$ cat src/rtl/vga_timing_pkg.sv
`default_nettype none
// ============================================================================
// Module      : vga_timing_pkg
// Description : 640x480@60 raster constants, RGB332-to-444 expansion and the
//               VGA_TEST_PATTERN_EN vertical-bar colour function.
// Revision    : 1.0
// ============================================================================
package vga_timing_pkg;

    localparam int H_VISIBLE_DEF    = 640;
    localparam int H_FRONT_DEF      = 16;
    localparam int H_SYNC_DEF       = 96;
    localparam int H_BACK_DEF       = 48;
    localparam int V_VISIBLE_DEF    = 480;
    localparam int V_FRONT_DEF      = 10;
    localparam int V_SYNC_DEF       = 2;
    localparam int V_BACK_DEF       = 33;

    localparam int H_TOTAL_DEF      = H_VISIBLE_DEF + H_FRONT_DEF + H_SYNC_DEF + H_BACK_DEF;
    localparam int V_TOTAL_DEF      = V_VISIBLE_DEF + V_FRONT_DEF + V_SYNC_DEF + V_BACK_DEF;
    localparam int H_SYNC_START_DEF = H_VISIBLE_DEF + H_FRONT_DEF;
    localparam int H_SYNC_END_DEF   = H_SYNC_START_DEF + H_SYNC_DEF - 1;
    localparam int V_SYNC_START_DEF = V_VISIBLE_DEF + V_FRONT_DEF;
    localparam int V_SYNC_END_DEF   = V_SYNC_START_DEF + V_SYNC_DEF - 1;

    typedef struct packed {
        logic [3:0] r;
        logic [3:0] g;
        logic [3:0] b;
    } rgb444_t;

    localparam rgb444_t RGB_BLACK = '0;

    // MSB replication keeps full-scale inputs at full scale (7 -> F, 3 -> F).
    function automatic rgb444_t rgb332_to_444(input logic [7:0] d);
        rgb444_t c;
        c.r = {d[7:5], d[7]};
        c.g = {d[4:2], d[4]};
        c.b = {d[1:0], d[1:0]};
        return c;
    endfunction

    function automatic rgb444_t bar_color(input logic [2:0] k);
        rgb444_t c;
        c.r = {4{k[0]}};
        c.g = {4{k[1]}};
        c.b = {4{k[2]}};
        return c;
    endfunction

endpackage
`default_nettype wire

$ cat src/rtl/sync_delay_line.sv
`default_nettype none
// ============================================================================
// Module      : sync_delay_line
// Description : Parameterised depth/width shift register with per-bit reset
//               value, used to align raster flags with the pixel pipeline.
// Revision    : 1.0
// ============================================================================
module sync_delay_line #(
    parameter int               DEPTH   = 2,
    parameter int               WIDTH   = 3,
    parameter logic [WIDTH-1:0] RST_VAL = '0
) (
    input  logic             clk,
    input  logic             rst,
    input  logic [WIDTH-1:0] din,
    output logic [WIDTH-1:0] dout
);

    logic [DEPTH-1:0][WIDTH-1:0] stage_q;
    logic [DEPTH-1:0][WIDTH-1:0] stage_d;

    always_comb begin
        stage_d    = stage_q;
        stage_d[0] = din;
        for (int i = 1; i < DEPTH; i++) begin
            stage_d[i] = stage_q[i-1];
        end
    end

    always_ff @(posedge clk or posedge rst) begin
        if (rst) begin
            stage_q <= {DEPTH{RST_VAL}};
        end else begin
            stage_q <= stage_d;
        end
    end

    assign dout = stage_q[DEPTH-1];

endmodule
`default_nettype wire

$ cat src/rtl/vga_scan_driver.sv
`default_nettype none
// ============================================================================
// Module      : vga_scan_driver
// Description : VGA raster counters, sync/blank generation and RGB332 pixel
//               output stage aligned to the scene pipeline latency.
//               Define VGA_TEST_PATTERN_EN to replace screen_data with bars.
// Revision    : 1.0
// ============================================================================
module vga_scan_driver
    import vga_timing_pkg::*;
#(
    parameter int H_VISIBLE = H_VISIBLE_DEF,
    parameter int H_FRONT   = H_FRONT_DEF,
    parameter int H_SYNC    = H_SYNC_DEF,
    parameter int H_BACK    = H_BACK_DEF,
    parameter int V_VISIBLE = V_VISIBLE_DEF,
    parameter int V_FRONT   = V_FRONT_DEF,
    parameter int V_SYNC    = V_SYNC_DEF,
    parameter int V_BACK    = V_BACK_DEF,
    parameter int PIPE_DLY  = 2
) (
    input  logic       clk_25m,
    input  logic       rst,
    input  logic [7:0] screen_data,
    output logic [9:0] pixel_x,
    output logic [9:0] pixel_y,
    output logic       frame_start,
    output logic       video_on,
    output logic       hsync,
    output logic       vsync,
    output logic [3:0] vga_r,
    output logic [3:0] vga_g,
    output logic [3:0] vga_b
);

    localparam logic [9:0] H_LAST     = 10'(H_VISIBLE + H_FRONT + H_SYNC + H_BACK - 1);
    localparam logic [9:0] V_LAST     = 10'(V_VISIBLE + V_FRONT + V_SYNC + V_BACK - 1);
    localparam logic [9:0] H_VIS_END  = 10'(H_VISIBLE);
    localparam logic [9:0] V_VIS_END  = 10'(V_VISIBLE);
    localparam logic [9:0] H_SS       = 10'(H_VISIBLE + H_FRONT);
    localparam logic [9:0] H_SE       = 10'(H_VISIBLE + H_FRONT + H_SYNC - 1);
    localparam logic [9:0] V_SS       = 10'(V_VISIBLE + V_FRONT);
    localparam logic [9:0] V_SE       = 10'(V_VISIBLE + V_FRONT + V_SYNC - 1);

    logic [9:0] h_cnt_q, h_cnt_d;
    logic [9:0] v_cnt_q, v_cnt_d;
    logic       frame_start_q, frame_start_d;
    logic       video_on_q, video_on_d;
    logic       hsync_q, hsync_d;
    logic       vsync_q, vsync_d;
    rgb444_t    color_q, color_d;

    logic       w_vis;
    logic       w_hs_n;
    logic       w_vs_n;
    logic [2:0] w_flags_dly;
    rgb444_t    w_pix_color;

    always_comb begin
        h_cnt_d = h_cnt_q + 10'd1;
        v_cnt_d = v_cnt_q;
        if (h_cnt_q == H_LAST) begin
            h_cnt_d = '0;
            v_cnt_d = (v_cnt_q == V_LAST) ? '0 : v_cnt_q + 10'd1;
        end
        // Registered from the next count so the pulse coincides with (0,0).
        frame_start_d = (h_cnt_d == '0) && (v_cnt_d == '0);
    end

    always_ff @(posedge clk_25m or posedge rst) begin
        if (rst) begin
            h_cnt_q       <= '0;
            v_cnt_q       <= '0;
            frame_start_q <= 1'b0;
        end else begin
            h_cnt_q       <= h_cnt_d;
            v_cnt_q       <= v_cnt_d;
            frame_start_q <= frame_start_d;
        end
    end

    assign w_vis  = (h_cnt_q < H_VIS_END) && (v_cnt_q < V_VIS_END);
    assign w_hs_n = !((h_cnt_q >= H_SS) && (h_cnt_q <= H_SE));
    assign w_vs_n = !((v_cnt_q >= V_SS) && (v_cnt_q <= V_SE));

    // PIPE_DLY stages here plus the output register give the full latency.
    sync_delay_line #(
        .DEPTH   (PIPE_DLY),
        .WIDTH   (3),
        .RST_VAL (3'b011)
    ) u_flag_dly (
        .clk  (clk_25m),
        .rst  (rst),
        .din  ({w_vis, w_hs_n, w_vs_n}),
        .dout (w_flags_dly)
    );

`ifdef VGA_TEST_PATTERN_EN
    logic [2:0] w_bar_dly;

    sync_delay_line #(
        .DEPTH   (PIPE_DLY),
        .WIDTH   (3),
        .RST_VAL (3'b000)
    ) u_bar_dly (
        .clk  (clk_25m),
        .rst  (rst),
        .din  (h_cnt_q[9:7]),
        .dout (w_bar_dly)
    );

    assign w_pix_color = bar_color(w_bar_dly);
`else
    assign w_pix_color = rgb332_to_444(screen_data);
`endif

    always_comb begin
        video_on_d = w_flags_dly[2];
        hsync_d    = w_flags_dly[1];
        vsync_d    = w_flags_dly[0];
        color_d    = w_flags_dly[2] ? w_pix_color : RGB_BLACK;
    end

    always_ff @(posedge clk_25m or posedge rst) begin
        if (rst) begin
            video_on_q <= 1'b0;
            hsync_q    <= 1'b1;
            vsync_q    <= 1'b1;
            color_q    <= RGB_BLACK;
        end else begin
            video_on_q <= video_on_d;
            hsync_q    <= hsync_d;
            vsync_q    <= vsync_d;
            color_q    <= color_d;
        end
    end

    assign pixel_x     = h_cnt_q;
    assign pixel_y     = v_cnt_q;
    assign frame_start = frame_start_q;
    assign video_on    = video_on_q;
    assign hsync       = hsync_q;
    assign vsync       = vsync_q;
    assign vga_r       = color_q.r;
    assign vga_g       = color_q.g;
    assign vga_b       = color_q.b;

endmodule
`default_nettype wire

$ cat config.mk
export PLATFORM = sky130hd
export DESIGN_NAME = vga_scan_driver
export DESIGN_NICKNAME = d
export VERILOG_FILES = /design/src/rtl/vga_timing_pkg.sv /design/src/rtl/sync_delay_line.sv /design/src/rtl/vga_scan_driver.sv
export SDC_FILE = /design/constraint.sdc
export NUM_CORES = 1
export LEC_CHECK = 0
export CORE_ASPECT_RATIO = 0.75
export CORE_UTILIZATION = 53
export DETAILED_ROUTE_END_ITERATION = 7
export GPL_TIMING_DRIVEN = 0
export PLACE_DENSITY = 0.87
export SLEW_MARGIN = 20
export SYNTH_ARGS = -nofsm -noshare
export SYNTH_HDL_FRONTEND = slang
export SYNTH_SLANG_ARGS = --single-unit
$ cat constraint.sdc
create_clock -name clk_25m -period 6.1 [get_ports clk_25m]
set_clock_uncertainty 0.15 [all_clocks]
set_input_delay 0.61 -clock clk_25m [delete_from_list [all_inputs] [get_ports clk_25m]]
set_output_delay 0.61 -clock clk_25m [all_outputs]
set_load 0.01 [all_outputs]
Word level (Yosys, flattened, before mapping):

Index checks and enable logic that the tools add are counted.

* flip-flop bits (word level): 42
* input port bits: 10
* output and inout bits: 36
* word-level logic and storage cells: 33

* add/sub/neg operators: 2
* magnitude comparators: 6
* equal/unequal tests: 2
* mux-type cells: 4
* reduce and logical (&&, ||, !) cells: 8

Operators by type and width (count)
* 2-to-1 mux 10 bit: 3
* adder 10 x 1 -> 10 bit, second input constant: 2
* equality test 10 bit, second input constant: 2
* logical NOT 10 bit: 2
* 2-to-1 mux 12 bit: 1
* greater-or-equal comparator 10 bit, second input constant: 1
* greater-or-equal comparator 10 x 9 -> 1 bit, second input constant: 1
* less-or-equal comparator 10 bit, second input constant: 1
* less-or-equal comparator 10 x 9 -> 1 bit, second input constant: 1
* less-than comparator 10 bit, second input constant: 1
* less-than comparator 10 x 9 -> 1 bit, second input constant: 1
* logical AND 1 bit: 4
* logical NOT 1 bit: 2

Longest topological paths before layout:

* depth in word-level cells: 5
* mapped depth: 7
* gate-level depth less buffers: 7

Hierarchy:

A second synthesis with hierarchy kept.

* cell total of the unflattened synthesis: 197
* area, all modules: 1986.9 µm²

Modules (own cells, without submodules)
* vga_scan_driver: instances 1, cells an instance 190, area each 1828.0 µm², sequential area each 803.3 µm²
* sync_delay_line: instances 1, cells an instance 7, area each 158.9 µm², sequential area each 155.1 µm²

Worst setup path after synthesis:

No wires, ideal clock.

* kind: reg-to-reg
* start point: register v_cnt_q[0], in the netlist pixel_y[0]
* end point: register frame_start_q, in the netlist frame_start
* library setup time: 111 ps
* data arrival time: 2110 ps
* data required time: 5839 ps
* slack: 3728 ps
* cell stages (with the launch flop): 8
* buffers on the path: 0
* period minus slack after synthesis: 2372 ps
* cell sequence: dfrtp_1 -> inv_1 -> ha_1 -> or4b_4 -> nor4_2 -> a2bb2oi_2 -> o311ai_0 -> a2111oi_2

* cells in the longest elaborated chain, start to end: 5
* elaborated cells between the ends (all ways): 6
* classes of those cells: 1 x add/sub; 1 x eq/ne; 2 x mux; 2 x reduce/logical

Ends and longest elaborated chain
* start, declared: RTL line vga_scan_driver.sv:46 `logic [9:0] v_cnt_q, v_cnt_d;`
* start signal, assigned: RTL line vga_scan_driver.sv:77 `v_cnt_q <= v_cnt_d;`
* adder 10 x 1 -> 10 bit or equality test 10 bit (tied branches): RTL line vga_scan_driver.sv:64 `v_cnt_d = (v_cnt_q == V_LAST) ? '0 : v_cnt_q + 10'd1;`
* 2-to-1 mux 10 bit: RTL line vga_scan_driver.sv:64
* 2-to-1 mux 10 bit *: RTL line vga_scan_driver.sv:62 `if (h_cnt_q == H_LAST) begin`
* logical NOT 10 bit *: RTL line vga_scan_driver.sv:67 `frame_start_d = (h_cnt_d == '0) && (v_cnt_d == '0);`
* logical AND 1 bit *: RTL line vga_scan_driver.sv:67
* net frame_start_d: RTL line vga_scan_driver.sv:47 `logic frame_start_q, frame_start_d;`
* end signal, assigned: RTL line vga_scan_driver.sv:78 `frame_start_q <= frame_start_d;`
* end, declared: RTL line vga_scan_driver.sv:47

The timed path passes the listed nets; every way through them passes the cells marked *.

Worst setup path in the final report:

Ends and elaborated chain as after synthesis.

==> flow_summary.ini <==
[global_route]
grt.total_usage = 0.2530
grt-ovfl-total = 0
grt_start_max_net_pins = 39
antenna_found_initial = 0
grt_pass1_wl_um = 7258
grt_pass1_vias = 1526

[layout]
layout_common_cells = clkdlybuf4s50_1 (45), dfrtp_1 (32), nand2_1 (16)
num_antenna_cells = 0
finalCoreUtilization = 0.7611
nNetsFinal = 258
fin_cells = 294
layout_commonest_cell = clkdlybuf4s50_1
drive_gt1_frac = 0.1557
area_growth_pct = 31.33
final_area_um2 = 2623

[timing]
setup_violations = 0
max_freq_mhz = 360.4
finalCritPeriodShare = 0.4549
slew_violations = 0
holdWs_ns = 0.2018
max_slew.worst_pin.slew_ns = 0.8007
rsz0062_at_grt = false
maxSlewHeadroom = 0.4654
layout_min_cycle_time_ns = 2.775
finalHoldViolations = 0
tns_ns = 0
finalWorstSetupSlack_ns = 3.325

[detailed_routing]
drtPass1Iterations = 4
drc = 0
wirelength_um = 4653
detail-route-antenna-nets = 0
viasPerCell = 5.711
via_count = 1679
first_iter_violations = 75
route.detailed.wl_per_inst_um = 15.83

[placement]
placedInstanceArea_um2 = 2510
placed_cells = 287
dp_worst_setup_slack_ns = 3.379
port_buffers = 45
dp_hpwl_um = 3212
place_congestion = 0.9181

[run_status]
status = finished, final reports clean

[synth]
synth_cells = 192
async_reset_ff_frac = 1.000
synthXorXnorAreaFrac = 0.03509
yosysWarnings = 0
synth_flop_cell = dfrtp_1
synth_area_um2 = 1997
synth_top_family_by_area = simple AND/OR/NAND/NOR gates
yosysUniqueCellTypes = 54
syn_nets = 206
yosysSeqAreaShare = 0.4799
yosys.area_share.simple = 0.2469
avgSynthCellArea_um2 = 10.40
synth_compound_area_frac = 0.1460
synth_seq_cells = 38
synth.mux.area_fraction = 0.005013
synth_edf_count = 0
synth_fa_ha_area_frac = 0.02506

[floorplan]
fp.dieArea_um2 = 4020
fp.coreArea_um2 = 3446
io_pins = 46
die_width_um = 72.88
start_util = 0.5795
die_h_um = 55.16
rows = 18

[setup_path]
end_kind = register
slowest_stage = or4b_4
crit_type = register to register
crit_fanout = 6
reg2reg_from = pixel_y[0]
critPathMaxStageDelay_ns = 0.48
crit_end = frame_start
r2r_cells = 7
worstPathArrival_ns = 2.81
startpoint = pixel_y[0]
required_ns = 6.14
r2r_setup_slack_ns = 3.32
worstPathCellList = inv_1 > ha_1 > or4b_4 > nor4_2 > a2bb2oi_2 > o311ai_0 > a2111oi_2
rr_endpoint = frame_start
crit_path_start_kind = register

[cts]
cts_buffer_depth = 2
h-tree-depth = 2
clk_latency_ns = 0.30
cts_tree = yes
ctsResizeCount = 0
postCtsSetupBuffers = 0
cts.root.buffer_cell = clkbuf_8
cts_hold_buffers = 0
cts_sinks = 38
clk_pin_slew_ns = 0.08
numCtsBuffers = 5

[power_and_ir_drop]
peakVddDrop_mv = 0.1527
total_power_mw = 0.4995
pwr_density_cell_nw_per_um2 = 190.5
p_leak_nw = 1.020

[worst_hold_path]
hold_path_class = register to register

[job]
drv_cap = 0
[critical path: cells and delay by family (launching register included)]
family / cells / cell delay, ns
flops: 1 / 0.47
fa+ha+maj: 1 / 0.16
compound gates: 3 / 0.82
buf+inv: 1 / 0.15
simple gates: 2 / 0.91
[sequential cells by signal, summed over array words and instances, names as in the netlist, 2 cells and up]
register,flops
pixel_y,10
vga_g,3
vga_r,3
u_flag_dly.dout,3
pixel_x,10
vga_b,2
u_flag_dly.stage_d,3
[logic make-up after synthesis]
family / Yosys count
simple gates: 83
fa+ha+maj: 4
compound gates: 36
mux: 1
buf+inv: 22
xor+xnor: 8
flops: 38
[synthesized netlist by cell type (4+ instances only)]
library cell / count / area share
dfstp_2: 6 / 0.079
inv_1: 8 / 0.015
nor2_1: 10 / 0.019
ha_1: 4 / 0.025
buf_4: 4 / 0.015
and2_1: 8 / 0.025
nor3_1: 10 / 0.025
o21ai_0: 9 / 0.023
nand2_1: 16 / 0.030
xor2_1: 4 / 0.018
xnor2_1: 4 / 0.018
nand4_1: 6 / 0.019
dfrtp_1: 32 / 0.40
nand3_1: 10 / 0.025
clkbuf_1: 4 / 0.0075
[worst min-delay path by stage]
| stage | to | from | slack (ns) | depth (start not counted) |
|---|---|---|---|---|
| 6_report | u_flag_dly.dout[2] | u_flag_dly.stage_d[5] | 0.20 | 0 |
| 5_1_grt | vsync | u_flag_dly.dout[0] | 0.21 | 0 |
| 4_1_cts | u_flag_dly.dout[2] | u_flag_dly.stage_d[5] | 0.21 | 0 |
| 3_5_place_dp | u_flag_dly.dout[2] | u_flag_dly.stage_d[5] | 0.19 | 0 |
| 3_3_place_gp | u_flag_dly.dout[2] | u_flag_dly.stage_d[5] | 0.18 | 0 |
| 2_1_floorplan | u_flag_dly.dout[2] | u_flag_dly.stage_d[5] | 0.18 | 0 |
[layer usage]
metal  wire length (um)  track usage  vias to the layer above
li1                   -            -                      796
met4                 59      0.08170                        0
met5                  0            0                        -
met1               2057       0.3152                      803
met2               2175       0.4174                       73
met3                360      0.09239                        7
[report_power, final]
part           switching, mW  internal, mW  total [mW]  leakage [nW]
Clock                 0.0884         0.131       0.219        0.0573
Combinational         0.0100        0.0146      0.0247         0.501
Sequential           0.00102         0.255       0.256         0.462
[cell type report]
type | count | area, um^2
Clock inverter | 1 | 30.03
Tap cell | 50 | 62.56
Fill cell | 241 | 823.3
Sequential cell | 38 | 958.4
Clock buffer | 6 | 82.58
Inverter | 8 | 30.03
Timing Repair Buffer | 45 | 450.4
Buffer | 14 | 93.84
Multi-Input combinational cell | 132 | 914.6
(Power assumes the default switching activity.)
